==> config.mk <==
export PLATFORM = sky130hd
export DESIGN_NAME = mem_port_arbiter
export DESIGN_NICKNAME = d
export VERILOG_FILES = /design/src/rtl/mem_port_arbiter_pkg.sv /design/src/rtl/mem_port_arbiter_arb_pick.sv /design/src/rtl/mem_port_arbiter.sv
export SDC_FILE = /design/constraint.sdc
export NUM_CORES = 1
export LEC_CHECK = 0
export CAP_MARGIN = 20
export CORE_AREA = 3 3 252 254
export DETAILED_ROUTE_END_ITERATION = 8
export DIE_AREA = 0 0 255 257
export SYNTH_ARGS = -nofsm -noshare
export SYNTH_HDL_FRONTEND = slang
export SYNTH_SLANG_ARGS = --single-unit
==> constraint.sdc <==
create_clock -name clk -period 13.7 [get_ports clk]
set_input_delay 2.74 -clock clk [delete_from_list [all_inputs] [get_ports clk]]
set_output_delay 2.74 -clock clk [all_outputs]
set_load 0.02 [all_outputs]
==> src/rtl/mem_port_arbiter_pkg.sv <==
// Shared definitions for the memory port arbiter: FSM state and owner
// encodings, default bus widths, and the one-hot grant payload.
package mem_port_arbiter_pkg;

    localparam int unsigned ARB_ADDR_W  = 64;
    localparam int unsigned ARB_DATA_W  = 64;
    localparam int unsigned ARB_STATE_W = 2;
    localparam int unsigned ARB_CNT_W   = 3;

    // Arbiter FSM states
    localparam logic [ARB_STATE_W-1:0] ARB_IDLE  = 2'd0;
    localparam logic [ARB_STATE_W-1:0] ARB_ISSUE = 2'd1;
    localparam logic [ARB_STATE_W-1:0] ARB_RESP  = 2'd2;

    // Owner of the transaction in flight
    localparam logic OWN_INST = 1'b0;
    localparam logic OWN_DATA = 1'b1;

    // One-hot winner from the pick logic
    typedef struct packed {
        logic data;
        logic inst;
    } arb_gnt_t;

endpackage : mem_port_arbiter_pkg

==> src/rtl/mem_port_arbiter_arb_pick.sv <==
// arb_pick: combinational winner selection between fetch and data requests.
//   inst_req    in  fetch request pending
//   data_req    in  data request pending
//   starve_cnt  in  data grants made while fetch was waiting
//   gnt_c       out one-hot winner (all zero when nothing requests)
// Data wins a conflict unless the fetch side has waited STARVE_LIMIT grants.
module arb_pick
    import mem_port_arbiter_pkg::*;
#(
    parameter int unsigned STARVE_LIMIT = 4
) (
    input  logic                 inst_req,
    input  logic                 data_req,
    input  logic [ARB_CNT_W-1:0] starve_cnt,
    output arb_gnt_t             gnt_c
);

    logic inst_first_c;

    // Winner selection; fetch only jumps the queue once starved
    always_comb begin
        inst_first_c = (starve_cnt >= ARB_CNT_W'(STARVE_LIMIT));
        gnt_c        = '0;
        if (data_req && !(inst_req && inst_first_c)) begin
            gnt_c.data = 1'b1;
        end else if (inst_req) begin
            gnt_c.inst = 1'b1;
        end
    end

endmodule : arb_pick

==> src/rtl/mem_port_arbiter.sv <==
// mem_port_arbiter: shares one memory port between instruction fetch
// (read-only) and the MEM-stage data access (read/write). One transaction
// is in flight at a time; request fields are registered toward memory and
// responses are registered back to the owning requester.
//
// Ports:
//   clk, rst                      clock, asynchronous active-high reset
//   inst_req/inst_addr            fetch request (held until inst_gnt)
//   inst_gnt/inst_rvalid/rdata    fetch grant pulse, read data pulse
//   data_req/we/addr/wdata/wmask  data request (held until data_gnt)
//   data_gnt/data_rvalid/rdata    data grant pulse, load data or write ack
//   mem_req/we/addr/wdata/wmask   registered request to memory
//   mem_ready/mem_rvalid/rdata    memory handshake and read data
//   busy                          stall hint for the hazard unit
//   proto_err                     sticky: mem_rvalid seen outside RESP
//
// Optional feature macro: ARB_STARVE_GUARD_EN -- adds a saturating counter
// that lets fetch win a conflict after STARVE_LIMIT data grants in a row.
// Without it data always beats fetch on a conflict.
module mem_port_arbiter
    import mem_port_arbiter_pkg::*;
#(
    parameter int unsigned ADDR_W       = ARB_ADDR_W,
    parameter int unsigned DATA_W       = ARB_DATA_W,
    parameter int unsigned STARVE_LIMIT = 4
) (
    input  logic              clk,
    input  logic              rst,

    input  logic              inst_req,
    input  logic [ADDR_W-1:0] inst_addr,
    output logic              inst_gnt,
    output logic              inst_rvalid,
    output logic [DATA_W-1:0] inst_rdata,

    input  logic              data_req,
    input  logic              data_we,
    input  logic [ADDR_W-1:0] data_addr,
    input  logic [DATA_W-1:0] data_wdata,
    input  logic [DATA_W-1:0] data_wmask,
    output logic              data_gnt,
    output logic              data_rvalid,
    output logic [DATA_W-1:0] data_rdata,

    output logic              mem_req,
    output logic              mem_we,
    output logic [ADDR_W-1:0] mem_addr,
    output logic [DATA_W-1:0] mem_wdata,
    output logic [DATA_W-1:0] mem_wmask,
    input  logic              mem_ready,
    input  logic              mem_rvalid,
    input  logic [DATA_W-1:0] mem_rdata,

    output logic              busy,
    output logic              proto_err
);

    logic [ARB_STATE_W-1:0] state_q, state_d;
    logic                   owner_q, owner_d;
    logic                   mem_req_q, mem_req_d;
    logic                   mem_we_q, mem_we_d;
    logic [ADDR_W-1:0]      mem_addr_q, mem_addr_d;
    logic [DATA_W-1:0]      mem_wdata_q, mem_wdata_d;
    logic [DATA_W-1:0]      mem_wmask_q, mem_wmask_d;
    logic                   inst_rvalid_q, inst_rvalid_d;
    logic [DATA_W-1:0]      inst_rdata_q, inst_rdata_d;
    logic                   data_rvalid_q, data_rvalid_d;
    logic [DATA_W-1:0]      data_rdata_q, data_rdata_d;
    logic                   proto_err_q, proto_err_d;

    logic [ARB_CNT_W-1:0]   starve_cnt;
    arb_gnt_t               pick_c;
    logic                   inst_win_c;
    logic                   data_win_c;

    arb_pick #(
        .STARVE_LIMIT (STARVE_LIMIT)
    ) u_arb_pick (
        .inst_req   (inst_req),
        .data_req   (data_req),
        .starve_cnt (starve_cnt),
        .gnt_c      (pick_c)
    );

    // Grants only happen from IDLE
    assign inst_win_c = (state_q == ARB_IDLE) & pick_c.inst;
    assign data_win_c = (state_q == ARB_IDLE) & pick_c.data;

`ifdef ARB_STARVE_GUARD_EN
    logic [ARB_CNT_W-1:0] starve_cnt_q, starve_cnt_d;

    // Counts data grants that overtook a waiting fetch; saturates at all-ones
    always_comb begin
        starve_cnt_d = starve_cnt_q;
        if (inst_win_c) begin
            starve_cnt_d = '0;
        end else if (data_win_c && inst_req && (starve_cnt_q != '1)) begin
            starve_cnt_d = starve_cnt_q + ARB_CNT_W'(1);
        end
    end

    always_ff @(posedge clk or posedge rst) begin
        if (rst) begin
            starve_cnt_q <= '0;
        end else begin
            starve_cnt_q <= starve_cnt_d;
        end
    end

    assign starve_cnt = starve_cnt_q;
`else
    assign starve_cnt = '0;
`endif

    // Next-state and registered-output logic
    always_comb begin
        state_d       = state_q;
        owner_d       = owner_q;
        mem_req_d     = mem_req_q;
        mem_we_d      = mem_we_q;
        mem_addr_d    = mem_addr_q;
        mem_wdata_d   = mem_wdata_q;
        mem_wmask_d   = mem_wmask_q;
        inst_rvalid_d = 1'b0;
        inst_rdata_d  = inst_rdata_q;
        data_rvalid_d = 1'b0;
        data_rdata_d  = data_rdata_q;
        // Memory answering while nothing waits for it is a protocol fault
        proto_err_d   = proto_err_q | (mem_rvalid & (state_q != ARB_RESP));

        case (state_q)
            ARB_IDLE: begin
                if (inst_win_c || data_win_c) begin
                    owner_d     = data_win_c ? OWN_DATA : OWN_INST;
                    mem_req_d   = 1'b1;
                    mem_we_d    = data_win_c & data_we;
                    mem_addr_d  = data_win_c ? data_addr : inst_addr;
                    // Fetches carry no store payload
                    mem_wdata_d = data_win_c ? data_wdata : '0;
                    mem_wmask_d = data_win_c ? data_wmask : '0;
                    state_d     = ARB_ISSUE;
                end
            end
            ARB_ISSUE: begin
                if (mem_ready) begin
                    mem_req_d = 1'b0;
                    if (mem_we_q) begin
                        // Writes complete on acceptance; ack with zero data
                        data_rvalid_d = 1'b1;
                        data_rdata_d  = '0;
                        state_d       = ARB_IDLE;
                    end else begin
                        state_d = ARB_RESP;
                    end
                end
            end
            ARB_RESP: begin
                if (mem_rvalid) begin
                    if (owner_q == OWN_DATA) begin
                        data_rvalid_d = 1'b1;
                        data_rdata_d  = mem_rdata;
                    end else begin
                        inst_rvalid_d = 1'b1;
                        inst_rdata_d  = mem_rdata;
                    end
                    state_d = ARB_IDLE;
                end
            end
            default: begin
                state_d = ARB_IDLE;
            end
        endcase
    end

    // State and output registers
    always_ff @(posedge clk or posedge rst) begin
        if (rst) begin
            state_q       <= ARB_IDLE;
            owner_q       <= OWN_INST;
            mem_req_q     <= 1'b0;
            mem_we_q      <= 1'b0;
            mem_addr_q    <= '0;
            mem_wdata_q   <= '0;
            mem_wmask_q   <= '0;
            inst_rvalid_q <= 1'b0;
            inst_rdata_q  <= '0;
            data_rvalid_q <= 1'b0;
            data_rdata_q  <= '0;
            proto_err_q   <= 1'b0;
        end else begin
            state_q       <= state_d;
            owner_q       <= owner_d;
            mem_req_q     <= mem_req_d;
            mem_we_q      <= mem_we_d;
            mem_addr_q    <= mem_addr_d;
            mem_wdata_q   <= mem_wdata_d;
            mem_wmask_q   <= mem_wmask_d;
            inst_rvalid_q <= inst_rvalid_d;
            inst_rdata_q  <= inst_rdata_d;
            data_rvalid_q <= data_rvalid_d;
            data_rdata_q  <= data_rdata_d;
            proto_err_q   <= proto_err_d;
        end
    end

    // Grants and busy are combinational; forced low while reset is held
    assign inst_gnt    = ~rst & inst_win_c;
    assign data_gnt    = ~rst & data_win_c;
    assign busy        = ~rst & ((state_q != ARB_IDLE) | inst_req | data_req);

    assign mem_req     = mem_req_q;
    assign mem_we      = mem_we_q;
    assign mem_addr    = mem_addr_q;
    assign mem_wdata   = mem_wdata_q;
    assign mem_wmask   = mem_wmask_q;
    assign inst_rvalid = inst_rvalid_q;
    assign inst_rdata  = inst_rdata_q;
    assign data_rvalid = data_rvalid_q;
    assign data_rdata  = data_rdata_q;
    assign proto_err   = proto_err_q;

endmodule : mem_port_arbiter

Word level (Yosys, flattened, before mapping)
Cells that the tools add are included.
- memories kept: 0
- input bits: 327
- bits in writable memories: 0
- bits in latches: 0
- output and inout port bits: 328
- logic and storage cells: 70
- flip-flop bits (word level): 328
- ROM bits: 0
- order comparisons: 0
- add/sub/neg operators: 0
- shifts and indexed selects: 0
- bitwise gates (word level): 12
- multipliers: 0
- equal/unequal tests: 8
- multiplexer cells: 28
- reductions and logical operators: 10
- divide/modulo/power cells: 0
- operator list (cell ; number):
    $mux W64 ; 7
    $pmux W64 S2 ; 1
    $mux W1 ; 13
    $ne A2 B2 Y1 const B ; 5
    $reduce_and A3 Y1 ; 3
    $mux W2 ; 4
    $and A1 B1 Y1 ; 7
    $pmux W2 S3 ; 1
    $reduce_bool A2 Y1 ; 3
    $reduce_and A5 Y1 ; 1
    $pmux W1 S2 ; 2
    $or A1 B1 Y1 ; 3
    $eq A2 B1 Y1 const B ; 1
    $eq A2 B2 Y1 const B ; 1
    $logic_not A2 Y1 ; 1
    $ne A2 B1 Y1 const B ; 1
    $not A1 Y1 ; 2
    $reduce_and A2 Y1 ; 1
    $logic_or A1 B1 Y1 ; 1

Longest topological paths before layout
- depth in word-level cells: 6
- gate-level depth with buffers: 8

Hierarchy
A second synthesis with hierarchy kept.
- cell total of the unflattened synthesis: 899
- area total of the unflattened synthesis: 13065.0 um^2
- modules (own cells, without submodules) (module ; instances ; area an instance (um^2) ; cells each ; seq. area each (um^2)):
    mem_port_arbiter ; 1 ; 13046.3 ; 896 ; 8207.9
    arb_pick ; 1 ; 18.8 ; 3 ; 0.0

Worst setup path before layout
OpenSTA, ideal clock, no wires.
- path kind: in2out
- start point: in data_req
- end point: out data_gnt
- stages on the path: 4
- setup slack: 7532 ps
- path buffers: 2
- data required time: 10960 ps
- data arrival time: 3428 ps
- path through: nand2_1 -> buf_4 -> buf_4 -> nor2_1
- word-level cells in the longest chain between the ends: 3
- ends and longest elaborated chain (what ; RTL line ; text):
    start, declared ; mem_port_arbiter.sv:36 ; input logic data_req,
    $mux W1 ; mem_port_arbiter_arb_pick.sv:24 ; if (data_req && !(inst_req && inst_first_c)) begin
    $and A1 B1 Y1 ; mem_port_arbiter.sv:87 ; assign data_win_c = (state_q == ARB_IDLE) & pick_c.data;
    $and A1 B1 Y1 ; mem_port_arbiter.sv:208 ; assign data_gnt = ~rst & data_win_c;
    end, declared ; mem_port_arbiter.sv:41 ; output logic data_gnt,
No other way between the ends.

Worst setup path in the final report
- start point: in data_req
- end point: out busy
- word-level cells in the longest chain between the ends: 2
- ends and longest elaborated chain (what ; RTL line ; text):
    $or A1 B1 Y1 ; mem_port_arbiter.sv:209 ; assign busy = ~rst & ((state_q != ARB_IDLE) | inst_req | data_req);
    $and A1 B1 Y1 ; mem_port_arbiter.sv:209 ;
    end, declared ; mem_port_arbiter.sv:54 ; output logic busy,
No other way between the ends.

==> flow_summary.ini <==
[clock_tree]
cts_tree = yes
cts_buffers = 39
clk_path_buf_depth = 3
postCtsSetupRepairBufs = 0
root_buffer = clkbuf_16
htree_levels = 2
clk_pin_slew_ns = 0.06
cts_resized = 0
cts.sink_count = 328
cts_hold_buf = 0
clk_latency_ns = 0.55

[synthesis]
synthTopCellsByCount = 328 x dfrtp_1, 130 x a22o_1, 69 x nand2_1
synth_top_area_share_pct = 63.7
syn_inst = 962
synth_edf_count = 0
ys_seq_elements = 328
ys_types = 33
synth_most_common_cell = dfrtp_1
ys_seq_area_share_pct = 63.7
syn_avg_cell_area_sq_um = 13.4
async_flop_share_pct = 100
syn_nets = 1293
synth-warning-count = 0
yosys-top-cells-area = dfrtp_1 64%, a22o_1 8.8%, mux2_2 5.7%
synth_ff_type = dfrtp_1
netlist_area_sq_um = 12900
yosys.area.top_type = dfrtp_1

[pwr]
p_leak_uw = 0.00927
irDropWorstVdd_mv = 0.152
p_total_uw = 5500
combPwrFrac_pct = 48.6
p_int_uw = 3390
netSwitchingPower_uw = 2110
p_clk_share_pct = 20.0
p_seq_share_pct = 31.4
sw_frac_of_total_pct = 38.3
powerDensity_nw_per_um2 = 256

[timing]
worstMarginPinSlew_ns = 1.05
slew_headroom_pct = 29.7
timing.fmax_mhz = 137
skew_ns = 0.0276
hold_viol = 0
maxSlewViolCount = 0
setup_violations = 0
rsz0062_at_grt = false
setup_tns_ns = 0
layout_worst_path_cycle_share_pct = 53.3
fin_crit_ns = 7.30
whs_ns = 0.479

[setup_path]
crit_arrival_ns = 4.56
critPathMaxStageDelay_ns = 0.60
cp-start-kind = primary input
critical_path_class = in -> out
crit_required_ns = 10.96
worstPathCellList = clkdlybuf4s50_1, nor3b_2, nor2_1, clkdlybuf4s50_1
cp_max_fo = 7
cp-end-kind = output port
critPathMostFrequentCell = clkdlybuf4s50_1
slowest_stage = clkdlybuf4s50_1

[final_layout]
fin_nets = 1919
instances_no_fill = 2412
area_growth_pct = 66.5
stdcell_area_sq_um = 21500
fill_cells = 6088
multi_input_area_sq_um = 4190
ff_latch_area_sq_um = 8210
final_layout_size_suffix_gt1_share_pct = 9.46

[global_route]
grt_overflow = 0
grt_max_degree = 108
grt.total_usage_pct = 14.5
grt_pass1_vias = 11200
antenna_found_initial = 7
grt_pass1_wl_mm = 72.0

[drt]
drc_errors = 0
vias = 10500
wirelength_mm = 49.3
dr.pass1.iters = 4
viasPerCell = 4.33
wl_per_cell_um = 20.4
antenna_left = 0
drtIter0Drc = 415

[placement]
dp_hpwl_mm = 36.5
place_congestion = 0.846
post_dp_cell_area_sq_um = 20100
placed_cells = 2337
portBuffers = 654

[die]
start_util_pct = 21.0
rows = 91
coreArea_sq_um = 61500
dieArea_sq_um = 65500
die_w_um = 255
ios = 655
die_height_um = 257

[job]
maxCapViolations = 0

[run_status]
status = finished, final reports clean

[hold_path]
hp-class = reg -> reg
[through the flow]
stage | worst slack, ns | util, %
floorplan | 1.88 | -
global placement | 6.38 | 32.7
detailed placement | 6.36 | 32.7
CTS | 6.34 | 34.9
global route | 6.27 | 34.9
finish | 6.40 | 34.9
[flip-flops by register name, indices dropped and copies added, names as in the netlist, 2 cells and up]
signal	count
data_rdata	64
inst_rdata	64
mem_addr	64
mem_wdata	64
mem_wmask	64
state_q	2
[cells by family after synthesis]
logic type	share of synthesized area [%]
simple gates	5.17
flops	63.7
buf+inv	3.94
compound gates	16.2
mux	10.6
fa+ha+maj	0.388
[worst max-delay path: cells and delay by family]
kind / cells / cell delay (ns)
AND/OR/NAND/NOR: 2 / 0.65
buffers and inverters: 2 / 1.16
[worst paths after layout]
| check | start | end | slack, ns | cells after the start |
|---|---|---|---|---|
| max in group asynchronous | rst | inst_rdata[31] | 8.65 | 4 |
| max reg2reg | state_q[0] | mem_addr[7] | 10.71 | 6 |
| min in group asynchronous | rst | mem_addr[54] | 2.81 | 2 |
| min | mem_addr[28] | mem_addr[28] | 0.48 | 2 |
| max | data_req | busy | 6.40 | 4 |
| min reg2reg | mem_addr[28] | mem_addr[28] | 0.48 | 2 |
[cell type report]
| cell class | instances | area share, % |
|---|---|---|
| sequential | 328 | 38.3 |
| clock buffer | 54 | 5.28 |
| tap | 790 | 4.61 |
| timing repair buffer | 668 | 31.0 |
| antenna | 4 | 0.0467 |
| multi-input combinational | 544 | 19.5 |
| inverter | 7 | 0.157 |
| clock inverter | 17 | 1.10 |
[layer usage]
metal  vias to the layer above  part of all wire (%)  track usage [%]
met5                         -                 0.065                0
met4                         6                   3.1             4.96
met3                        90                   8.6             5.02
met2                       462                    48             24.4
met1                      5104                    40             17.1
li1                       4793                     -                -
[cells in the final DEF (no fill, tap or decap), types with 2 or more instances in the layout]
master	instances
nand3_1	64
o21ai_1	3
nand3b_1	2
mux2_2	65
clkbuf_8	8
o21ai_0	60
o2bb2ai_1	64
bufinv_16	5
dfrtp_1	328
o21bai_1	2
mux2i_1	64
clkdlybuf4s50_1	654
o21ai_4	2
ha_1	3
buf_4	14
clkbuf_16	40
nand2_1	68
a22o_1	130
clkinv_2	7
inv_1	6
clkinvlp_4	2
inv_8	2
diode_2	4
clkbuf_1	6
nor2_1	3
[power groups by stage]
stage / clock network (uW) / registers, uW / logic, uW
final: 1100 / 1730 / 2680
after global routing: 1180 / 1790 / 2850
after CTS: 1140 / 1730 / 2720
after detailed placement: 0 / 1730 / 2720
after global placement: 0 / 1720 / 2700
after floorplan: 0 / 2280 / 788
Power figures use the tool's default switching activity.
